==> config.mk <==
export PLATFORM = sky130hd
export DESIGN_NAME = dm_arbiter
export DESIGN_NICKNAME = d
export VERILOG_FILES = /design/src/rtl/dm_arbiter.sv
export SDC_FILE = /design/constraint.sdc
export NUM_CORES = 1
export LEC_CHECK = 0
export CORE_AREA = 5 5 86 167
export CTS_BUF_LIST = sky130_fd_sc_hd__clkbuf_16
export DETAILED_ROUTE_END_ITERATION = 7
export DIE_AREA = 0 0 91 172
export GPL_TIMING_DRIVEN = 1
export PLACE_DENSITY = 0.88
export SETUP_SLACK_MARGIN = 0.4
export SYNTH_ARGS = -nofsm -noshare
export SYNTH_HDL_FRONTEND = slang
export SYNTH_SLANG_ARGS = --single-unit
==> constraint.sdc <==
create_clock -name Clk -period 6.3 [get_ports Clk]
set_clock_uncertainty 0.05 [all_clocks]
set_input_delay 0.63 -clock Clk [delete_from_list [all_inputs] [get_ports Clk]]
set_output_delay 0.63 -clock Clk [all_outputs]
set_load 0.005 [all_outputs]
==> src/rtl/dm_arbiter.sv <==
// dm_arbiter: shares the data-memory port between two masters with round-robin grant,
// alignment/range checking and a registered one-cycle response. Lock feature: DM_ARB_LOCK_EN.
module dm_arbiter #(
    parameter int MEM_BYTES = 1024,
    parameter int LOCK_MAX  = 16
) (
    input  logic        Clk,
    input  logic        Rst_n,
    input  logic [1:0]  ReqValid,
    input  logic [1:0]  ReqWr,
    input  logic [5:0]  ReqCtrl,
    input  logic [63:0] ReqAddr,
    input  logic [63:0] ReqWData,
`ifdef DM_ARB_LOCK_EN
    input  logic [1:0]  ReqLock,
    output logic        LockTimeout,
`endif
    output logic [1:0]  Gnt,
    output logic [1:0]  RspValid,
    output logic        RspErr,
    output logic [31:0] RspData,
    output logic [31:0] MemAddr,
    output logic [31:0] MemWData,
    output logic [2:0]  MemCtrl,
    output logic        MemWr,
    input  logic [31:0] MemRData
);
    logic        last_q, last_d;
    logic [1:0]  rsp_valid_q, rsp_valid_d;
    logic        rsp_err_q, rsp_err_d;
    logic [31:0] rsp_data_q, rsp_data_d;
    logic [1:0]  eligible;
    logic        sel, any_gnt, sel_wr, ok, legal, rr_en;
    logic [2:0]  sel_ctrl, size;
    logic [31:0] sel_addr, sel_wdata;
    logic [32:0] last_byte;
    logic        ctrl_ok, align_ok;

`ifdef DM_ARB_LOCK_EN
    // state    | meaning
    // UNLOCKED | plain round-robin between both ports
    // LOCKED0  | only port 0 may be granted, pointer frozen, idle timer running
    // LOCKED1  | only port 1 may be granted, pointer frozen, idle timer running
    typedef enum logic [1:0] {UNLOCKED, LOCKED0, LOCKED1} lock_state_e;
    localparam int CW = $clog2(LOCK_MAX + 1);
    lock_state_e   lock_state_q, lock_state_d;
    logic [CW-1:0] lock_cnt_q, lock_cnt_d;
    logic          lock_to_q, lock_to_d;
    logic          sel_lock;
`endif

    always_comb begin
        eligible = ReqValid & {2{Rst_n}};
`ifdef DM_ARB_LOCK_EN
        if (lock_state_q == LOCKED0) eligible[1] = 1'b0;
        if (lock_state_q == LOCKED1) eligible[0] = 1'b0;
`endif
        case (eligible)
            2'b11:   Gnt = last_q ? 2'b01 : 2'b10;
            default: Gnt = eligible;
        endcase
    end

    assign any_gnt   = |Gnt;
    assign sel       = Gnt[1];
    assign sel_wr    = sel ? ReqWr[1]         : ReqWr[0];
    assign sel_ctrl  = sel ? ReqCtrl[5:3]     : ReqCtrl[2:0];
    assign sel_addr  = sel ? ReqAddr[63:32]   : ReqAddr[31:0];
    assign sel_wdata = sel ? ReqWData[63:32]  : ReqWData[31:0];

    // Signed/unsigned variants share a size; unsigned variants are read-only.
    always_comb begin
        size     = 3'd0;
        ctrl_ok  = 1'b0;
        align_ok = 1'b0;
        case (sel_ctrl)
            3'b000, 3'b100: begin
                size     = 3'd1;
                align_ok = 1'b1;
                ctrl_ok  = !(sel_wr && sel_ctrl[2]);
            end
            3'b001, 3'b101: begin
                size     = 3'd2;
                align_ok = !sel_addr[0];
                ctrl_ok  = !(sel_wr && sel_ctrl[2]);
            end
            3'b010: begin
                size     = 3'd4;
                align_ok = (sel_addr[1:0] == 2'b00);
                ctrl_ok  = 1'b1;
            end
            default: ;
        endcase
        last_byte = {1'b0, sel_addr} + {30'd0, size} - 33'd1;
        ok        = ctrl_ok && align_ok && (last_byte < 33'(MEM_BYTES));
        legal     = any_gnt && ok;
    end

    always_comb begin
        MemAddr     = legal ? sel_addr  : 32'd0;
        MemWData    = legal ? sel_wdata : 32'd0;
        MemCtrl     = legal ? sel_ctrl  : 3'b000;
        MemWr       = legal && sel_wr && Rst_n;
        rsp_valid_d = Gnt;
        rsp_err_d   = any_gnt && !ok;
        rsp_data_d  = (legal && !sel_wr) ? MemRData : 32'd0;
        rr_en       = 1'b1;
`ifdef DM_ARB_LOCK_EN
        rr_en = (lock_state_q == UNLOCKED);
`endif
        last_d = (any_gnt && rr_en) ? sel : last_q;
    end

`ifdef DM_ARB_LOCK_EN
    assign sel_lock = sel ? ReqLock[1] : ReqLock[0];

    always_comb begin
        lock_state_d = lock_state_q;
        lock_cnt_d   = lock_cnt_q;
        lock_to_d    = 1'b0;
        case (lock_state_q)
            UNLOCKED: begin
                if (any_gnt && sel_lock) begin
                    lock_state_d = sel ? LOCKED1 : LOCKED0;
                    lock_cnt_d   = CW'(LOCK_MAX - 1);
                end
            end
            default: begin
                // any grant here is necessarily to the lock owner
                if (any_gnt) begin
                    lock_cnt_d = CW'(LOCK_MAX - 1);
                    if (!sel_lock) lock_state_d = UNLOCKED;
                end else if (lock_cnt_q == '0) begin
                    lock_state_d = UNLOCKED;
                    lock_to_d    = 1'b1;
                end else begin
                    lock_cnt_d = lock_cnt_q - CW'(1);
                end
            end
        endcase
    end

    assign LockTimeout = lock_to_q;
`endif

    always_ff @(posedge Clk or negedge Rst_n) begin
        if (!Rst_n) begin
            last_q      <= 1'b1;
            rsp_valid_q <= 2'b00;
            rsp_err_q   <= 1'b0;
            rsp_data_q  <= 32'd0;
`ifdef DM_ARB_LOCK_EN
            lock_state_q <= UNLOCKED;
            lock_cnt_q   <= '0;
            lock_to_q    <= 1'b0;
`endif
        end else begin
            last_q      <= last_d;
            rsp_valid_q <= rsp_valid_d;
            rsp_err_q   <= rsp_err_d;
            rsp_data_q  <= rsp_data_d;
`ifdef DM_ARB_LOCK_EN
            lock_state_q <= lock_state_d;
            lock_cnt_q   <= lock_cnt_d;
            lock_to_q    <= lock_to_d;
`endif
        end
    end

    assign RspValid = rsp_valid_q;
    assign RspErr   = rsp_err_q;
    assign RspData  = rsp_data_q;
endmodule

# == Yosys cells after proc, flatten, opt, wreduce, memory -nomap -nowiden ==
# Index checks and enable logic that the tools add are counted.
# W data, S select, Z words.
# word_totals
ff_bits,36
wordCells,44
# classes
add_sub_neg,2
order_cmp,1
n_eq_ne,5
n_mux,13
bitwise_logic,1
reduce_logical,18
# ops
op,n
$mux W32,5
$add A32 B3 Y33,1
$lt A33 B11 Y1 const B,1
$sub A33 B1 Y33 const B,1
$pmux W3 S3,1
$logic_and A1 B1 Y1,8
$eq A3 B3 Y1 const B,2
$mux W3,2
$reduce_or A2 Y1,3
$logic_not A1 Y1,4
$mux W2,2
$reduce_or A4 Y1,1
$eq A3 B1 Y1 const B,1
$eq A3 B2 Y1 const B,1
$logic_not A3 Y1,1
$pmux W1 S3,1
$and A2 B2 Y2,1
$eq A2 B2 Y1 const B,1
$logic_not A2 Y1,1
$pmux W1 S2,1
$mux W1,1

# == Depth between registers and ports, before layout ==
# Gate-level depths: netlist of the first run.
# logic_depth
depth_word,14
depth_mapped,19

# == Worst setup path after synthesis of the first run ==
# No wires, ideal clock.
# synth_timing
path_kind,input port to output port
startpoint,in ReqValid[1]
endpoint,out MemCtrl[0]
t_arrival_ps,4498
setup_slack_ps,1122
stages,18
cell_sequence,and2_1 -> nand2_1 -> buf_1 -> mux2i_1 -> ha_1 -> inv_1 -> ha_1 -> a21oi_1 -> a2bb2oi_1 -> nor2_1 -> or3_1 -> o31a_1 -> a211o_1 -> a2111oi_2 -> nand4_1 -> buf_6 -> buf_6 -> a21oi_2
# synth_via
elab_chain_len,13
elab_cells_between_ends,29
# synth_rtl
element,line,text
from (decl),9,"input logic [1:0] ReqValid,"
$and A2 B2 Y2 *,53,eligible = ReqValid & {2{Rst_n}};
$eq A2 B2 Y1,58,case (eligible)
$mux W2 *,58,
$mux W3,67,assign sel_ctrl = sel ? ReqCtrl[5:3] : ReqCtrl[2:0];
"$eq A3 B1 Y1, or another cell as far along",76,case (sel_ctrl)
$reduce_or A2 Y1,76,
$pmux W3 S3,76,
$add A32 B3 Y33,94,"last_byte = {1'b0, sel_addr} + {30'd0, size} - 33'd1;"
$sub A33 B1 Y33,94,
$lt A33 B11 Y1,95,ok = ctrl_ok && align_ok && (last_byte < 33'(MEM_BYTES));
$logic_and A1 B1 Y1,95,
$logic_and A1 B1 Y1,96,legal = any_gnt && ok;
$mux W3 *,102,MemCtrl = legal ? sel_ctrl : 3'b000;
to (decl),24,"output logic [2:0] MemCtrl,"
# Every way passes the cells marked *; elsewhere a longest branch is shown, timed or not.

# == Worst setup path after layout of the first run ==
# layout_timing
startpoint,in ReqValid[1]
endpoint,out MemWData[31]
# layout_via
elab_chain_len,13
elab_cells_between_ends,30
# layout_rtl
element,line,text
$and A2 B2 Y2 *,53,
$eq A2 B2 Y1,58,
$mux W2 *,58,
$mux W3,67,
"$eq A3 B1 Y1, or another cell as far along",76,
$reduce_or A2 Y1,76,
$pmux W3 S3,76,
$add A32 B3 Y33,94,
$sub A33 B1 Y33,94,
$lt A33 B11 Y1,95,
$logic_and A1 B1 Y1,95,
$logic_and A1 B1 Y1,96,
$mux W32 *,101,MemWData = legal ? sel_wdata : 32'd0;
to (decl),23,"output logic [31:0] MemWData,"
# Marks and branches as above.

==> results of run 1 <==
==> state kept, by name, summed over array words and instances (netlist names) <==
name      cells
RspData      32
RspErr        1
RspValid      2
last_q        1
==> worst paths after layout <==
check / startpoint / end / slack [ns] / depth (start not counted)
worst max-delay path: ReqValid[1] / MemWData[31] / 0.27 / 20
worst min-delay path: Rst_n / RspValid[1]$_DFF_PN0_ / 0.42 / 2
worst max register to register: last_q$_DFFE_PN1P_ / RspData[0]$_DFF_PN0_ / 1.36 / 19
worst min register to register: last_q$_DFFE_PN1P_ / last_q$_DFFE_PN1P_ / 0.48 / 2
max in group asynchronous: Rst_n / last_q$_DFFE_PN1P_ / 5.43 / 2
min in group Clk: last_q$_DFFE_PN1P_ / last_q$_DFFE_PN1P_ / 0.48 / 2
==> what timing repair did <==
action,CTS,global route
cloned,4,0
hold buffers,0,0
gates resized for setup,89,89
buffers inserted,20,7
pin swaps,9,15
endpoints found under the setup margin,68,68
==> final cells by class <==
class / count / area [um^2]
sequential: 36 / 902.1
clock inverter: 2 / 7.507
multi-input combinational: 541 / 4267
timing repair buffer: 345 / 3603
inverter: 43 / 161.4
tap: 152 / 190.2
clock buffer: 5 / 125.1
fill: 816 / 3662
==> worst max-delay path: cells and delay by family <==
family	cells	cell delay (ns)
AOI/OAI and AO/OA	4	0.69
adders and majority gates	1	0.32
buffers and inverters	7	1.63
muxes	1	0.43
and+or+nand+nor	7	1.63
==> through the flow <==
stage,std cells,hold slack [ns]
CTS,1117,0.4293
finish,1124,0.4173
global placement,1086,0.4470
floorplan,661,0.2844
detailed placement,1086,0.4528
global route,1124,0.4621
==> layout by cell type (no fill, tap or decap), types with 5 or more instances in the layout <==
master	instances
clkdlybuf4s50_1	206
nand2_1	124
dlymetal6s2s_1	59
buf_4	53
a21oi_2	44
inv_1	41
dfrtp_1	35
nor2_2	35
nor2_4	29
nor2_1	27
ha_1	19
a21oi_1	18
nand4_1	18
a21o_1	17
mux2i_4	13
a31oi_1	13
mux2i_2	11
mux2i_1	10
o21ai_0	10
dlygate4sd2_1	10
nand3_1	9
nor3_1	8
ha_4	8
o211ai_1	7
o21a_1	7
o31ai_1	6
buf_12	6
a21oi_4	5
nor4_1	5
xnor2_1	5
ha_2	5
clkbuf_16	5
==> routing by layer <==
layer	vias to the layer above	GRT usage	wire length (um)
met2	554	0.5641	14290
met4	0	0.1967	2713
met1	3248	0.2574	8574
met5	-	0	0
met3	209	0.06356	2262
li1	2975	-	-
==> where the power goes <==
part | switching [uW] | total, uW | leakage, uW | internal (uW)
clock network | 105 | 247 | 0.0000648 | 142
registers | 3.04 | 238 | 0.000496 | 235
logic | 418 | 780 | 0.00424 | 362
==> cells by family after synthesis <==
family | count (synthesis)
multiplexers | 36
flip-flops | 36
buffers and inverters | 84
XOR/XNOR | 9
AND/OR/NAND/NOR | 293
AO/OA/AOI/OAI | 171
adder cells (fa/ha/maj) | 32
==> out/metrics.csv, run 1 <==
stage,metric,value,unit
status,status,finished clean,
logic_synthesis,Cells after Synth,661,
logic_synthesis,"count leader, synth",nand2_1,
logic_synthesis,Post-synth EDFFs,0,
logic_synthesis,syn nets,865,
drt,final WL,27840,um
finish,P&R area growth vs syn,83.35,%
worst_setup_path,critical path type,input port to output port,
global_route,largest net degree at the start of global routing,40,
logic_synthesis,synthesized area,0.005049,mm^2
place,Detail Placement HPWL,17370,um
finish,final antenna diode count,0,
worst_setup_path,Critical Path Sink Type,output port,
floorplan,initial core utilization,0.3908,
worst_setup_path,CP dominant cell by count,inv_1,
clock_tree,clk slew on worst S/H paths,0.06,ns
place,Port Buffer Count,276,
logic_synthesis,top post-synthesis cells by area,"dfrtp_1 17%, nand2_1 9.6%, ha_1 7.9%",
logic_synthesis,main flop type after synthesis,dfrtp_1,
sta,Final Hold Fails,0,
sta,setup slack after layout,0.2683,ns
logic_synthesis,register area share after synthesis,0.1787,
drt,Post-route DRC,0,
place,Placed Area,0.008074,mm^2
sta,measured slew at the worst slew-check pin,0.6358,ns
power,Design Power,1265,uW
logic_synthesis,Synth Warn #,0,
global_route,initial antenna violation count,0,
power,VDD IR max,0.1719,mV
power,Pwr Density,136.6,mW/mm^2
finish,final core utilization,0.7165,
place,Post-Place Setup Slack,-0.05327,ns
global_route,first-pass GRT wire length,36080,um
floorplan,die area,0.01565,mm^2
clock_tree,htree depth,2,
logic_synthesis,Synth Area in XOR/XNOR,0.01561,
sta,"Period Utilization, post-route",0.9574,
worst_setup_path,CP arrival,5.35,ns
drt,Vias,6986,
logic_synthesis,Avg Inst Size Synth,7.638,um^2
global_route,number of global-route vias before repair,6793,
clock_tree,CTS sink count,36,
logic_synthesis,Seq cells post-synth,36,
clock_tree,"Clk Latency, worst-skew pair",0.28,ns
worst_setup_path,CP max FO,7,
sta,max-slew violations,0,
sta,RSZ-0062 raised after global routing,yes,
drt,routed vias/inst,6.215,
floorplan,DIE WIDTH,91,um
drt,Pre-antenna DRT Iters,6,
global_route,Tot GR Track Use,0.2896,
floorplan,I/O pins,277,
logic_synthesis,top-area cell type share of the netlist area,0.1735,
drt,1st-iter DRT viols,604,
finish,design area,0.009256,mm^2
worst_setup_path,CP Data Required Time,5.62,ns
clock_tree,TritonCTS clock tree,yes,
floorplan,die height,172,um
floorplan,num rows,59,
sta,setup_tns,0,ns
logic_synthesis,largest family of logic cells by synthesized area,simple AND/OR/NAND/NOR gates,
worst_setup_path,max incr delay on CP,0.50,ns
flow_run,Max Cap Viol,0,
sta,Slew Limit Headroom,0.5640,
sta,highest clock rate,165.8,MHz
clock_tree,clk buf depth,2,
worst_setup_path,worst path cell trace,"dlygate4sd2_1, and2_4, nand2_8, inv_1, mux2i_1, inv_1, ha_1, nand2_2, a2bb2oi_2, or4_4, o211a_2, or3_1, a221oi_2, and4_1, nand4_1, buf_12, clkbuf_4, buf_6, a21oi_2, clkdlybuf4s50_1",
floorplan,Placeable Area,0.01292,mm^2
clock_tree,Root Driver,clkbuf_16,
global_route,global route total overflow,0,
sta,min Tclk post-route,6.032,ns
logic_synthesis,Synth Area in Compound Gates,0.2525,
finish,fin nets,1176,
sta,Final setup viols,0,
logic_synthesis,library cells used by synthesis,71,
logic_synthesis,Synth Area in Adders,0.07931,
logic_synthesis,simple-gate share of the synthesized area,0.3167,
clock_tree,cts bufs inserted,5,
logic_synthesis,"Async S/R FF share, synth",1.000,
logic_synthesis,"area leader, netlist",dfrtp_1,
worst_setup_path,CP Launch Type,input port,
power,Leakage,0.004797,uW
worst_setup_path,slowest CP cell,clkdlybuf4s50_1,
finish,layout cells sized above 1,0.2706,
drt,DR WL/cell,24.77,um
drt,ANT nets after route,0,
place,routability cong.,0.9730,
hold_path,worst min-delay path class,input port to asynchronous set/reset pin,
logic_synthesis,"top cells by count, synth","129 x nand2_1, 42 x inv_1, 41 x a21oi_2",
logic_synthesis,mux cell area share after synthesis,0.07187,
No activity file was read; power rests on OpenSTA's default activity.
==> inputs of run 2 (changes only) <==
--- a/config.mk
+++ b/config.mk
@@ -7,11 +7,13 @@
 export LEC_CHECK = 0
 export CORE_AREA = 5 5 86 167
 export CTS_BUF_LIST = sky130_fd_sc_hd__clkbuf_16
+export CTS_CLUSTER_DIAMETER = 100
 export DETAILED_ROUTE_END_ITERATION = 7
 export DIE_AREA = 0 0 91 172
 export GPL_TIMING_DRIVEN = 1
 export PLACE_DENSITY = 0.88
 export SETUP_SLACK_MARGIN = 0.4
+export SLEW_MARGIN = 40
 export SYNTH_ARGS = -nofsm -noshare
 export SYNTH_HDL_FRONTEND = slang
 export SYNTH_SLANG_ARGS = --single-unit
==> results of run 2 <==
Final layout, timing and power as in run 1 (identical DEF).
